$ cat src/rtl/pipe_hazard_ctrl.sv
// rtl/pipe_hazard_ctrl.sv - hazard, stall, flush and forwarding control for a 5-stage pipeline
//
// Purpose: tracks which stages hold live instructions, stalls fetch/decode on
// load-use (or any RAW hazard without forwarding), instruction-memory misses and
// data-memory waits, flushes on execute-stage redirects, selects operand
// forwarding sources and raises a sticky fault when data memory never answers.
//
// Optional feature macro: PIPE_FORWARDING_EN
//   defined   : M/W operand forwarding, decode stalls only on load-use
//   undefined : no forwarding (selects stay 00), decode stalls on any RAW hazard
//
// Ports:
//   clk, rst                       clock, asynchronous active-low reset
//   imem_valid                     fetch word available
//   dmem_req, dmem_valid           memory-stage access request / completion
//   d_rs1, d_rs2, d_rs*_used       decode sources and whether they are read
//   e_rd, m_rd, w_rd               destination index per stage
//   e/m/w_reg_write, e_load        writer / load flags per stage
//   e_redirect                     taken branch or jump resolved in execute
//   stall_f, stall_d               hold fetch PC / decode register
//   flush_d, flush_e               squash decode / execute register
//   valid_d, valid_e, valid_m, valid_w   live-instruction flags
//   fwd_a_sel, fwd_b_sel           00 regfile, 01 memory stage, 10 writeback
//   mem_fault                      sticky data-memory timeout
//   stall_count                    saturating count of decode-stall cycles
module pipe_hazard_ctrl #(
    parameter int REG_AW  = 5,
    parameter int TIMEOUT = 16,
    parameter int CNT_W   = 16
) (
    input  logic              clk,
    input  logic              rst,
    input  logic              imem_valid,
    input  logic              dmem_req,
    input  logic              dmem_valid,
    input  logic [REG_AW-1:0] d_rs1,
    input  logic [REG_AW-1:0] d_rs2,
    input  logic              d_rs1_used,
    input  logic              d_rs2_used,
    input  logic [REG_AW-1:0] e_rd,
    input  logic [REG_AW-1:0] m_rd,
    input  logic [REG_AW-1:0] w_rd,
    input  logic              e_reg_write,
    input  logic              m_reg_write,
    input  logic              w_reg_write,
    input  logic              e_load,
    input  logic              e_redirect,
    output logic              stall_f,
    output logic              stall_d,
    output logic              flush_d,
    output logic              flush_e,
    output logic              valid_d,
    output logic              valid_e,
    output logic              valid_m,
    output logic              valid_w,
    output logic [1:0]        fwd_a_sel,
    output logic [1:0]        fwd_b_sel,
    output logic              mem_fault,
    output logic [CNT_W-1:0]  stall_count
);

    typedef enum logic [1:0] {ST_RUN, ST_DMEM_WAIT, ST_FAULT} state_t;

    state_t             r_state;
    logic [7:0]         r_wait_cnt;
    logic               r_valid_d, r_valid_e, r_valid_m, r_valid_w;
    logic               r_mem_fault;
    logic [CNT_W-1:0]   r_stall_count;

    logic w_active;
    logic w_waiting;
    logic w_mem_wait;
    logic w_redirect;
    logic w_hazard;
    logic w_load_stall;
    logic w_stall_d;
    logic w_stall_f;

    // A live writer in some stage produces a register that a used source reads.
    function automatic logic src_hit(input logic [REG_AW-1:0] src, input logic used,
                                     input logic [REG_AW-1:0] rd, input logic wr);
        return used && wr && (rd != '0) && (rd == src);
    endfunction

    // The cycle in which data memory finally answers behaves as a normal RUN
    // cycle so the completed access leaves the memory stage immediately.
    assign w_active   = (r_state == ST_RUN) || ((r_state == ST_DMEM_WAIT) && dmem_valid);
    assign w_waiting  = (r_state == ST_DMEM_WAIT) && !dmem_valid;
    assign w_mem_wait = (r_state == ST_RUN) && r_valid_m && dmem_req && !dmem_valid;
    assign w_redirect = w_active && !w_mem_wait && e_redirect && r_valid_e;

`ifdef PIPE_FORWARDING_EN
    assign w_hazard = r_valid_d && r_valid_e && e_load &&
                      (src_hit(d_rs1, d_rs1_used, e_rd, 1'b1) ||
                       src_hit(d_rs2, d_rs2_used, e_rd, 1'b1));

    always_comb begin
        fwd_a_sel = 2'b00;
        fwd_b_sel = 2'b00;
        if (src_hit(d_rs1, 1'b1, m_rd, r_valid_m && m_reg_write))
            fwd_a_sel = 2'b01;
        else if (src_hit(d_rs1, 1'b1, w_rd, r_valid_w && w_reg_write))
            fwd_a_sel = 2'b10;
        if (src_hit(d_rs2, 1'b1, m_rd, r_valid_m && m_reg_write))
            fwd_b_sel = 2'b01;
        else if (src_hit(d_rs2, 1'b1, w_rd, r_valid_w && w_reg_write))
            fwd_b_sel = 2'b10;
    end
`else
    logic w_e_wr, w_m_wr, w_w_wr;
    // A load always writes its destination, even if the writer flag lags.
    assign w_e_wr = r_valid_e && (e_reg_write || e_load);
    assign w_m_wr = r_valid_m && m_reg_write;
    assign w_w_wr = r_valid_w && w_reg_write;

    assign w_hazard = r_valid_d &&
                      (src_hit(d_rs1, d_rs1_used, e_rd, w_e_wr) ||
                       src_hit(d_rs2, d_rs2_used, e_rd, w_e_wr) ||
                       src_hit(d_rs1, d_rs1_used, m_rd, w_m_wr) ||
                       src_hit(d_rs2, d_rs2_used, m_rd, w_m_wr) ||
                       src_hit(d_rs1, d_rs1_used, w_rd, w_w_wr) ||
                       src_hit(d_rs2, d_rs2_used, w_rd, w_w_wr));

    assign fwd_a_sel = 2'b00;
    assign fwd_b_sel = 2'b00;
`endif

    // Priority: memory wait > redirect > data hazard > instruction miss.
    assign w_load_stall = w_active && !w_mem_wait && !w_redirect && w_hazard;
    assign w_stall_d    = w_mem_wait || w_load_stall || w_waiting || (r_state == ST_FAULT);
    assign w_stall_f    = w_stall_d || (w_active && !w_redirect && !imem_valid);

    // Held low while reset is asserted, whatever imem_valid is doing.
    assign stall_f = rst && w_stall_f;
    assign stall_d = rst && w_stall_d;
    assign flush_d = rst && w_redirect;
    assign flush_e = rst && w_redirect;

    assign valid_d     = r_valid_d;
    assign valid_e     = r_valid_e;
    assign valid_m     = r_valid_m;
    assign valid_w     = r_valid_w;
    assign mem_fault   = r_mem_fault;
    assign stall_count = r_stall_count;

    always_ff @(posedge clk or negedge rst) begin
        if (!rst) begin
            r_state     <= ST_RUN;
            r_wait_cnt  <= '0;
            r_valid_d   <= 1'b0;
            r_valid_e   <= 1'b0;
            r_valid_m   <= 1'b0;
            r_valid_w   <= 1'b0;
            r_mem_fault <= 1'b0;
        end else if (r_state == ST_FAULT) begin
            r_valid_d <= 1'b0;
            r_valid_e <= 1'b0;
            r_valid_m <= 1'b0;
            r_valid_w <= 1'b0;
        end else if (w_waiting) begin
            // The RUN cycle that detected the miss is the first stalled cycle,
            // so the fault lands after TIMEOUT-1 stalled cycles in total.
            if (32'(r_wait_cnt) + 32'd3 >= 32'(TIMEOUT)) begin
                r_state     <= ST_FAULT;
                r_mem_fault <= 1'b1;
                r_valid_d   <= 1'b0;
                r_valid_e   <= 1'b0;
                r_valid_m   <= 1'b0;
                r_valid_w   <= 1'b0;
            end else begin
                r_wait_cnt <= r_wait_cnt + 8'd1;
            end
        end else begin
            r_state <= ST_RUN;
            if (w_mem_wait) begin
                r_state    <= ST_DMEM_WAIT;
                r_wait_cnt <= '0;
            end else if (w_redirect) begin
                r_valid_d <= 1'b0;
                r_valid_e <= 1'b0;
                r_valid_m <= r_valid_e;
                r_valid_w <= r_valid_m;
            end else if (w_load_stall) begin
                r_valid_e <= 1'b0;
                r_valid_m <= r_valid_e;
                r_valid_w <= r_valid_m;
            end else begin
                r_valid_d <= imem_valid;
                r_valid_e <= r_valid_d;
                r_valid_m <= r_valid_e;
                r_valid_w <= r_valid_m;
            end
        end
    end

    always_ff @(posedge clk or negedge rst) begin
        if (!rst)
            r_stall_count <= '0;
        else if (w_stall_d && (r_stall_count != {CNT_W{1'b1}}))
            r_stall_count <= r_stall_count + 1'b1;
    end

endmodule

$ cat config.mk
export PLATFORM = sky130hd
export DESIGN_NAME = pipe_hazard_ctrl
export DESIGN_NICKNAME = d
export VERILOG_FILES = /design/src/rtl/pipe_hazard_ctrl.sv
export SDC_FILE = /design/constraint.sdc
export NUM_CORES = 1
export LEC_CHECK = 0
export ABC_CLOCK_PERIOD_IN_PS = 4200
export CORE_MARGIN = 8
export CORE_UTILIZATION = 50
export CTS_BUF_LIST = sky130_fd_sc_hd__clkbuf_8 sky130_fd_sc_hd__clkbuf_16
export DETAILED_ROUTE_END_ITERATION = 6
export PLACE_DENSITY = 0.84
export SYNTH_ARGS = -nofsm -noshare
export SYNTH_HDL_FRONTEND = slang
export SYNTH_SLANG_ARGS = --single-unit
$ cat constraint.sdc
create_clock -name clk -period 4.2 [get_ports clk]
set_input_delay 0.63 -clock clk [delete_from_list [all_inputs] [get_ports clk]]
set_output_delay 0.63 -clock clk [all_outputs]
set_load 0.005 [all_outputs]
* Yosys cells after proc, flatten, opt, wreduce, memory -nomap -nowiden *
Cells that the tools add are included.

word-level totals
  register bits after elaboration = 31
  latch bits = 0
  RAM bits = 0
  bits in read-only memories = 0
  bits of input ports = 37
  output and inout bits = 29
  logic and storage cells = 113
  memories kept = 0

operators by class
  $add $sub $neg = 3
  $mul = 0
  divide/modulo/power cells = 0
  order comparisons = 1
  eq/ne operators = 14
  shift operators = 0
  muxes and demuxes = 23
  bitwise operators = 1
  reductions and logical operators = 63

operators by type and width
  kind                                                   count
  logical AND 1 bit                                      38
  == test 5 bit                                          6
  two-way mux 8 bit                                      3
  two-way mux 1 bit                                      18
  adder 16 x 1 -> 16 bit, second input constant          1
  inequality test 16 bit, second input constant          1
  nonzero test 5 bit                                     3
  logical OR 1 bit                                       11
  adder 8 x 2 -> 9 bit, second input constant            1
  >= comparator 9 x 5 -> 1 bit, second input constant    1
  AND reduction 3 bit                                    3
  adder 8 x 1 -> 8 bit, second input constant            1
  zero test 1 bit                                        4
  two-way mux 2 bit                                      2
  inequality test 4 x 3 -> 1 bit, second input constant  1
  AND reduction 2 bit                                    2
  inequality test 3 x 1 -> 1 bit, second input constant  1
  inequality test 3 x 2 -> 1 bit, second input constant  1
  == test 2 x 1 -> 1 bit, second input constant          1
  == test 2 bit, second input constant                   1
  zero test 2 bit                                        1
  inequality test 2 x 1 -> 1 bit, second input constant  1
  inequality test 2 bit, second input constant           1
  nonzero test 2 bit                                     1
  NOT 1 bit                                              1

* Longest topological paths before layout *
  depth in word-level cells = 17
  gate-level depth with buffers = 9

* Worst setup path before layout *
No wires, ideal clock.

  path kind = input to output
  from = input port m_rd[1]
  to = output port stall_f
  arrival = 2.078 ns
  path slack = 1.492 ns
  stages = 6
  path buffers = 1
  cell sequence = or4_1 -> o2111a_1 -> a32oi_2 -> nand3_4 -> buf_6 -> o21a_1

on the way
  cells in the longest elaborated chain, start to end = 14

ends and longest elaborated chain
  element                             line  text
  start: declaration                  41    input logic [REG_AW-1:0] m_rd,
  nonzero test 5 bit                  82    return used && wr && (rd != '0) && (rd == src);
  logical AND 1 bit (2 in series)     82
  logical OR 1 bit                    118   src_hit(d_rs2, d_rs2_used, e_rd, w_e_wr) ||
  logical OR 1 bit (*)                119   src_hit(d_rs1, d_rs1_used, m_rd, w_m_wr) ||
  logical OR 1 bit (*)                120   src_hit(d_rs2, d_rs2_used, m_rd, w_m_wr) ||
  logical OR 1 bit (*)                121   src_hit(d_rs1, d_rs1_used, w_rd, w_w_wr) ||
  logical AND 1 bit (*)               116   assign w_hazard = r_valid_d &&
  logical AND 1 bit (*)               129   assign w_load_stall = w_active && !w_mem_wait && !w_redirect && w_hazard;
  logical OR 1 bit (*) (3 in series)  130   assign w_stall_d = w_mem_wait || w_load_stall || w_waiting || (r_state == ST_FAULT);
  logical OR 1 bit (*)                131   assign w_stall_f = w_stall_d || (w_active && !w_redirect && !imem_valid);
  logical AND 1 bit (*)               134   assign stall_f = rst && w_stall_f;
  end: declaration                    48    output logic stall_f,

Mark *: on every way between the ends. The rest lies on a longest branch, timed or not.

* Final worst setup path *
Same ends and word-level chain as after synthesis.

==> results.py <==
metrics = {
    "clocking": {
        "ctsResizeCount": 0,
        "path_clk_slew_ps": 70,
        "cts-htree-levels": 2,
        "tritoncts": "yes",
        "hold_buffers": 0,
        "cts.path.max_buffers": 2,
        "cts_buffers": 5,
        "cts-root-buf": "clkbuf_8",
        "clock_latency_ps": 280,
        "post_cts_buffers": 0,
        "cts.sinks": 31,
    },
    "worst_setup_path": {
        "critPathMaxStageDelay_ps": 550,
        "path_class": "in2out",
        "rrSetupSlack_ps": 2060,
        "cp-start-kind": "primary input",
        "crit_path_max_fanout": 19,
        "crit_chain": "clkdlybuf4s50_1 -> or4_1 -> o2111a_1 -> a32oi_2 -> nand3_4 -> o21a_1 -> clkdlybuf4s50_1",
        "endpoint_kind": "output port",
        "cp.required_ps": 3570,
        "critPathMostFrequentCell": "clkdlybuf4s50_1",
        "r2r-start": "stall_count[3]",
        "r2r_end": "stall_count[1]",
        "worstPathArrival_ps": 3070,
        "cp_top_family": "buffers and inverters",
        "slowest_stage": "or4_1",
        "crit_buf_inv": 2,
        "rr_worst_depth": 6,
    },
    "die": {
        "io_pins": 66,
        "num_rows": 23,
        "fp.dieW_um": 80.01,
        "core_area_um2": 3971,
        "initial_core_util_pct": 51.58,
        "die_y_um": 80.01,
        "floorplan.die_area_um2": 6401,
    },
    "synthesis": {
        "synthTopCellsByArea": "dfrtp_1, xnor2_1, nand4_1, nand2_1, xor2_1",
        "yosys_warnings": 0,
        "synthFlopType": "dfrtp_1",
        "syn-instance-count": 203,
        "synth-async-reset-ratio_pct": 100.0,
        "ys_types": 48,
        "synth_top_cell_by_area": "dfrtp_1",
        "syn_area_um2": 2048,
        "synth_top_area_share_pct": 37.87,
        "synth-seq-cells": 31,
        "yosysSeqAreaShare_pct": 37.87,
        "synth.avg_cell_area_um2": 10.09,
        "synth_enable_flop_cells": 0,
    },
    "power_and_ir_drop": {
        "p_comb_share_pct": 12.5,
        "p_per_area_nw_per_um2": 261.0,
        "ir_worst_vdd_mv": 0.2395,
        "total_leakage_power_nw": 1.115,
        "seqPwrFrac_pct": 40.6,
        "p_sw_share_pct": 20.25,
        "p_int_mw": 0.5870,
        "p_switching_mw": 0.1491,
        "p_clk_share_pct": 46.9,
    },
    "global_route": {
        "grt_pass1_wl_um": 8135,
        "grt_pass1_vias": 1732,
        "antenna_found_initial": 0,
        "grt-ovfl-total": 0,
        "grt_max_degree": 35,
        "track_usage_pct": 15.90,
    },
    "timing": {
        "min_period_ps": 3696,
        "maxSlewViolCount": 0,
        "rsz0062_at_grt": "false",
        "fin_skew_ps": 9.771,
        "post-route-period-util_pct": 88.00,
        "clock.fmax_mhz": 270.6,
        "hold_viol": 0,
        "setup_viol": 0,
        "setup_tns_ps": 0,
        "tightest_slew_ps": 705.9,
        "max_slew_margin_pct": 51.72,
    },
    "routing": {
        "first_pass_iters": 4,
        "wl_per_cell_um": 15.92,
        "drc": 0,
        "num_vias": 1758,
        "drt-initial-drc-count": 119,
        "routed_wl_um": 5094,
        "vias_per_cell": 5.494,
        "ant_nets": 0,
    },
    "finish": {
        "fin_nets": 309,
        "design_area_um2": 2820,
        "antenna_cells": 0,
        "fillers": 299,
        "layout_common_cells": "clkdlybuf4s50_1, xnor2_1, dfrtp_1",
        "final_common_cell": "clkdlybuf4s50_1",
        "drive_above_1_share_pct": 8.519,
        "synthToLayoutAreaGrowth_pct": 37.69,
    },
    "min_path": {
        "hold_depth": 1,
        "hold_end": "mem_fault",
        "worstHoldPathType": "reg2reg",
        "holdCritStartpoint": "mem_fault",
    },
    "run_status": {
        "status": "finished, final reports clean",
    },
    "placed_design": {
        "portBuffers": 61,
        "hpwl_um": 4012,
        "routabilityCongestion": 0.9667,
        "post_dp_cell_area_um2": 2688,
    },
    "run": {
        "drv_cap": 0,
    },
}
==> stage by stage <==
step / util [%] / setup slack [ps] / cells / hold WS [ps] / total power [mW]
6_report: 71.01 / 504.0 / 320 / 465.7 / 0.7361
3_5_place_dp: 67.67 / 486.0 / 312 / 456.3 / 0.3961
5_1_grt: 71.01 / 387.9 / 320 / 493.9 / 0.7654
2_1_floorplan: - / 1492 / 206 / 334.4 / 0.3399
3_3_place_gp: 67.67 / 526.1 / 312 / 451.2 / 0.3948
4_1_cts: 71.01 / 486.3 / 320 / 472.7 / 0.7427
==> power groups by stage <==
stage	clock network, mW	logic, mW	registers, mW
after CTS	0.352	0.0925	0.298
after floorplan	0	0.0357	0.304
final	0.345	0.0922	0.299
after detailed placement	0	0.0920	0.304
after global routing	0.368	0.0995	0.298
after global placement	0	0.0907	0.304
==> worst max-delay path by stage <==
stage | endpoint | startpoint | slack, ps | depth (start not counted)
2_1_floorplan | stall_f | m_rd[1] | 1490 | 6
3_3_place_gp | stall_f | m_rd[1] | 530 | 7
3_5_place_dp | stall_f | m_rd[1] | 490 | 7
6_report | stall_f | m_rd[1] | 500 | 7
5_1_grt | stall_f | m_rd[2] | 390 | 7
4_1_cts | stall_f | m_rd[1] | 490 | 7
==> state kept, by name, summed over array words and instances, names as in the netlist <==
register / cells
valid_e: 1
r_state: 2
r_wait_cnt: 8
mem_fault: 1
valid_m: 1
stall_count: 16
valid_w: 1
valid_d: 1
==> per-layer routing <==
metal / GRT usage [%] / up-vias / wire (um)
met5: 0 / - / 0
met4: 4.909 / 0 / 70
met3: 5.856 / 8 / 356
met2: 24.90 / 56 / 2459
met1: 19.77 / 852 / 2207
li1: - / 842 / -
==> synth_stat cells, types with 2 or more instances <==
cell / instances
xor2_1: 7
nor4b_2: 2
ha_1: 3
nand4_1: 12
xnor2_1: 40
or3_1: 4
and2_1: 2
inv_1: 8
nand3_1: 7
o2111a_1: 2
nand2b_1: 2
a22o_1: 2
a21oi_1: 5
o22ai_1: 3
nor3_1: 2
dfrtp_1: 31
nor3b_1: 2
buf_6: 2
nand2_1: 17
buf_4: 5
nand3b_1: 2
and3_1: 4
nor2_1: 12
mux2_2: 3
==> cell families (layout without fill, tap and decap cells) <==
family | count (synthesis) | after routing | share of synthesized area (%)
adders and majority gates | 3 | 3 | 1.833
muxes | 3 | 3 | 1.649
and+or+nand+nor | 81 | 81 | 25.47
AOI/OAI and AO/OA | 22 | 22 | 8.492
xor gates and xnor gates | 47 | 47 | 20.10
DFF | 31 | 31 | 37.87
other | 1 | 4 | 0.1831
buffers and inverters | 15 | 79 | 4.398
==> worst register-to-register path, cell delays in order (launching register included) <==
cell,delay [ps]
dfrtp_1,420
and3_1,200
and2_4,170
nand4_2,180
or3_1,550
nand2_1,170
mux2_2,340
==> layout make-up <==
| class | instances | area (um^2) | share of cell area [%] |
|---|---|---|---|
| Multi-Input combinational cell | 160 | 1194 | 42.32 |
| Clock buffer | 5 | 68.82 | 2.440 |
| Timing Repair Buffer | 63 | 625.6 | 22.18 |
| Sequential cell | 31 | 775.7 | 27.51 |
| Clock inverter | 3 | 63.81 | 2.263 |
| Inverter | 8 | 30.03 | 1.065 |
| Tap cell | 50 | 62.56 | 2.218 |
Power figures use the tool's default switching activity.
==> patch: new RTL, same settings <==
Add a define of `PIPE_FORWARDING_EN`.
--- a/src/rtl/pipe_hazard_ctrl.sv
+++ b/src/rtl/pipe_hazard_ctrl.sv
@@ -23,6 +23,8 @@
 //   fwd_a_sel, fwd_b_sel           00 regfile, 01 memory stage, 10 writeback
 //   mem_fault                      sticky data-memory timeout
 //   stall_count                    saturating count of decode-stall cycles
+`define PIPE_FORWARDING_EN
+
 module pipe_hazard_ctrl #(
     parameter int REG_AW  = 5,
     parameter int TIMEOUT = 16,
Function: changed (Yosys sat finds a counterexample within 4 cycles, from zero or initial values and one cycle with rst low).
==> patch against the original RTL <==
Wire length decreased by 0.88%. Sequential cell count unchanged. Sequential share of layout area increased by 0.42 points. Power is 18% lower. Area after synthesis down 0.61%. Worst setup slack worse by 0.11 ns. Non-clock buffer count increased by 2. Design area decreased by 1.5%. Die area is 0.50% lower. Critical path depth is the same. Highest routed layer unchanged.
==> patch: results (changes against the original RTL) <==
Status -> completed (unchanged)
Placement Setup Slack -> 0.381 ns (was 0.486 ns)
Non-Filler Instances -> 317 (was 320)
Placed Instances -> 309 (was 312)
Routed WL per cell -> 15.9 um (about the same)
Mux cell area share after synthesis -> 2.58% (was 1.65%)
Setup Skew -> 0.00370 ns (was 0.00977 ns)
Largest net degree at the start of global routing -> 33 (was 35)
Detailed placer's ending HPWL -> 3.94 mm (was 4.01 mm)
Total GRT Usage -> 16.7% (was 15.9%)
Largest stage delay, worst path -> 0.75 ns (was 0.55 ns)
Dpl cell area -> 2700 um2 (was 2690 um2)
Sequential area share after synthesis -> 38.1% (was 37.9%)
IO Port Bufs -> 64 (was 61)
GPL Wtd Cong -> 0.823 (was 0.967)
Synth cell types -> 42 (was 48)
VDD IR max -> 0.000304 V (was 0.000240 V)
Gate Count Post-Synth -> 200 (was 203)
ANT cells -> 0 (unchanged)
Setup ws final -> 0.394 ns (was 0.504 ns)
Crit Reg-Reg Startpoint -> stall_count[0]$_DFFE_PN0P_ (was stall_count[3]$_DFFE_PN0P_)
Most frequent cells after synthesis -> dfrtp_1 (31), xor2_1 (28), nand2_1 (21), xnor2_1 (19), nor2_1 (8) (was xnor2_1 (40), dfrtp_1 (31), nand2_1 (17), nand4_1 (12), nor2_1 (12))
Leakage -> 1.17 nW (was 1.12 nW)
Top cell type's share of synthesized area -> 38.1% (was 37.9%)
Top cells by area, synth -> dfrtp_1 (38%), xor2_1 (12%), xnor2_1 (8.2%) (was dfrtp_1 (38%), xnor2_1 (17%), nand4_1 (3.7%))
Vias in the first global route -> 1,744 (was 1,732)
Iter 0 DRT Violations -> 47 (was 119)
Synth Area in Compound Gates -> 6.39% (was 8.49%)
Total iterations of the first detailed-routing run -> 4 (unchanged)
Synth Area in Adders -> 1.84% (was 1.83%)
Crit path DAT -> 3.18 ns (was 3.07 ns)
Xor/xnor share of the synthesized area -> 20.2% (was 20.1%)
Filler cell count -> 332 (was 299)
CP max FO -> 17 (was 19)
Crit. Startpoint -> dmem_valid (was m_rd[1])
Least-Margin Pin Slew -> 1.02 ns (was 0.706 ns)
Share of post-route cells with drive strength above 1 -> 9.74% (was 8.52%)
Critical-path top delay cell -> a21oi_2 (was or4_1)
Reg-to-reg endpoint -> stall_count[1]$_DFFE_PN0P_ (unchanged)
Min Hold Slack -> 0.477 ns (was 0.466 ns)
patch: cell types whose count changed in the layout (fill, tap and decap cells not counted), moves of 4 or more:
cell / change
conb_1: -4
nand2_1: +4
nand4_1: -6
nor2_1: -4
nor3_1: +5
nor3_2: +5
nor4_1: +5
xnor2_1: -21
xor2_1: +21
patch: cell type report:
| class | count | area (um2) | area share [%] |
|---|---|---|---|
| timing repair buffer | 65 | 648 | 23.3 |
| inverter | 6 | 22.5 | 0.811 |
| tap | 50 | 62.6 | 2.25 |
| clock inverter | 3 | 12.5 | 0.450 |
| multi-input combinational | 157 | 1190 | 42.7 |
| clock buffer | 5 | 68.8 | 2.48 |
| sequential | 31 | 776 | 27.9 |
patch: power breakdown:
part	switching, mW	leakage (nW)	internal [mW]
Combinational	0.0370	0.713	0.0489
Sequential	0	0.403	0.299
Clock	0.105	0.0505	0.111
Total	0.142	1.17	0.459
patch: per-layer routing:
metal	wire, um	GRT usage (%)
met5	0	0
met2	2400	27.6
met3	379	4.17
met4	91	7.64
met1	2180	19.8
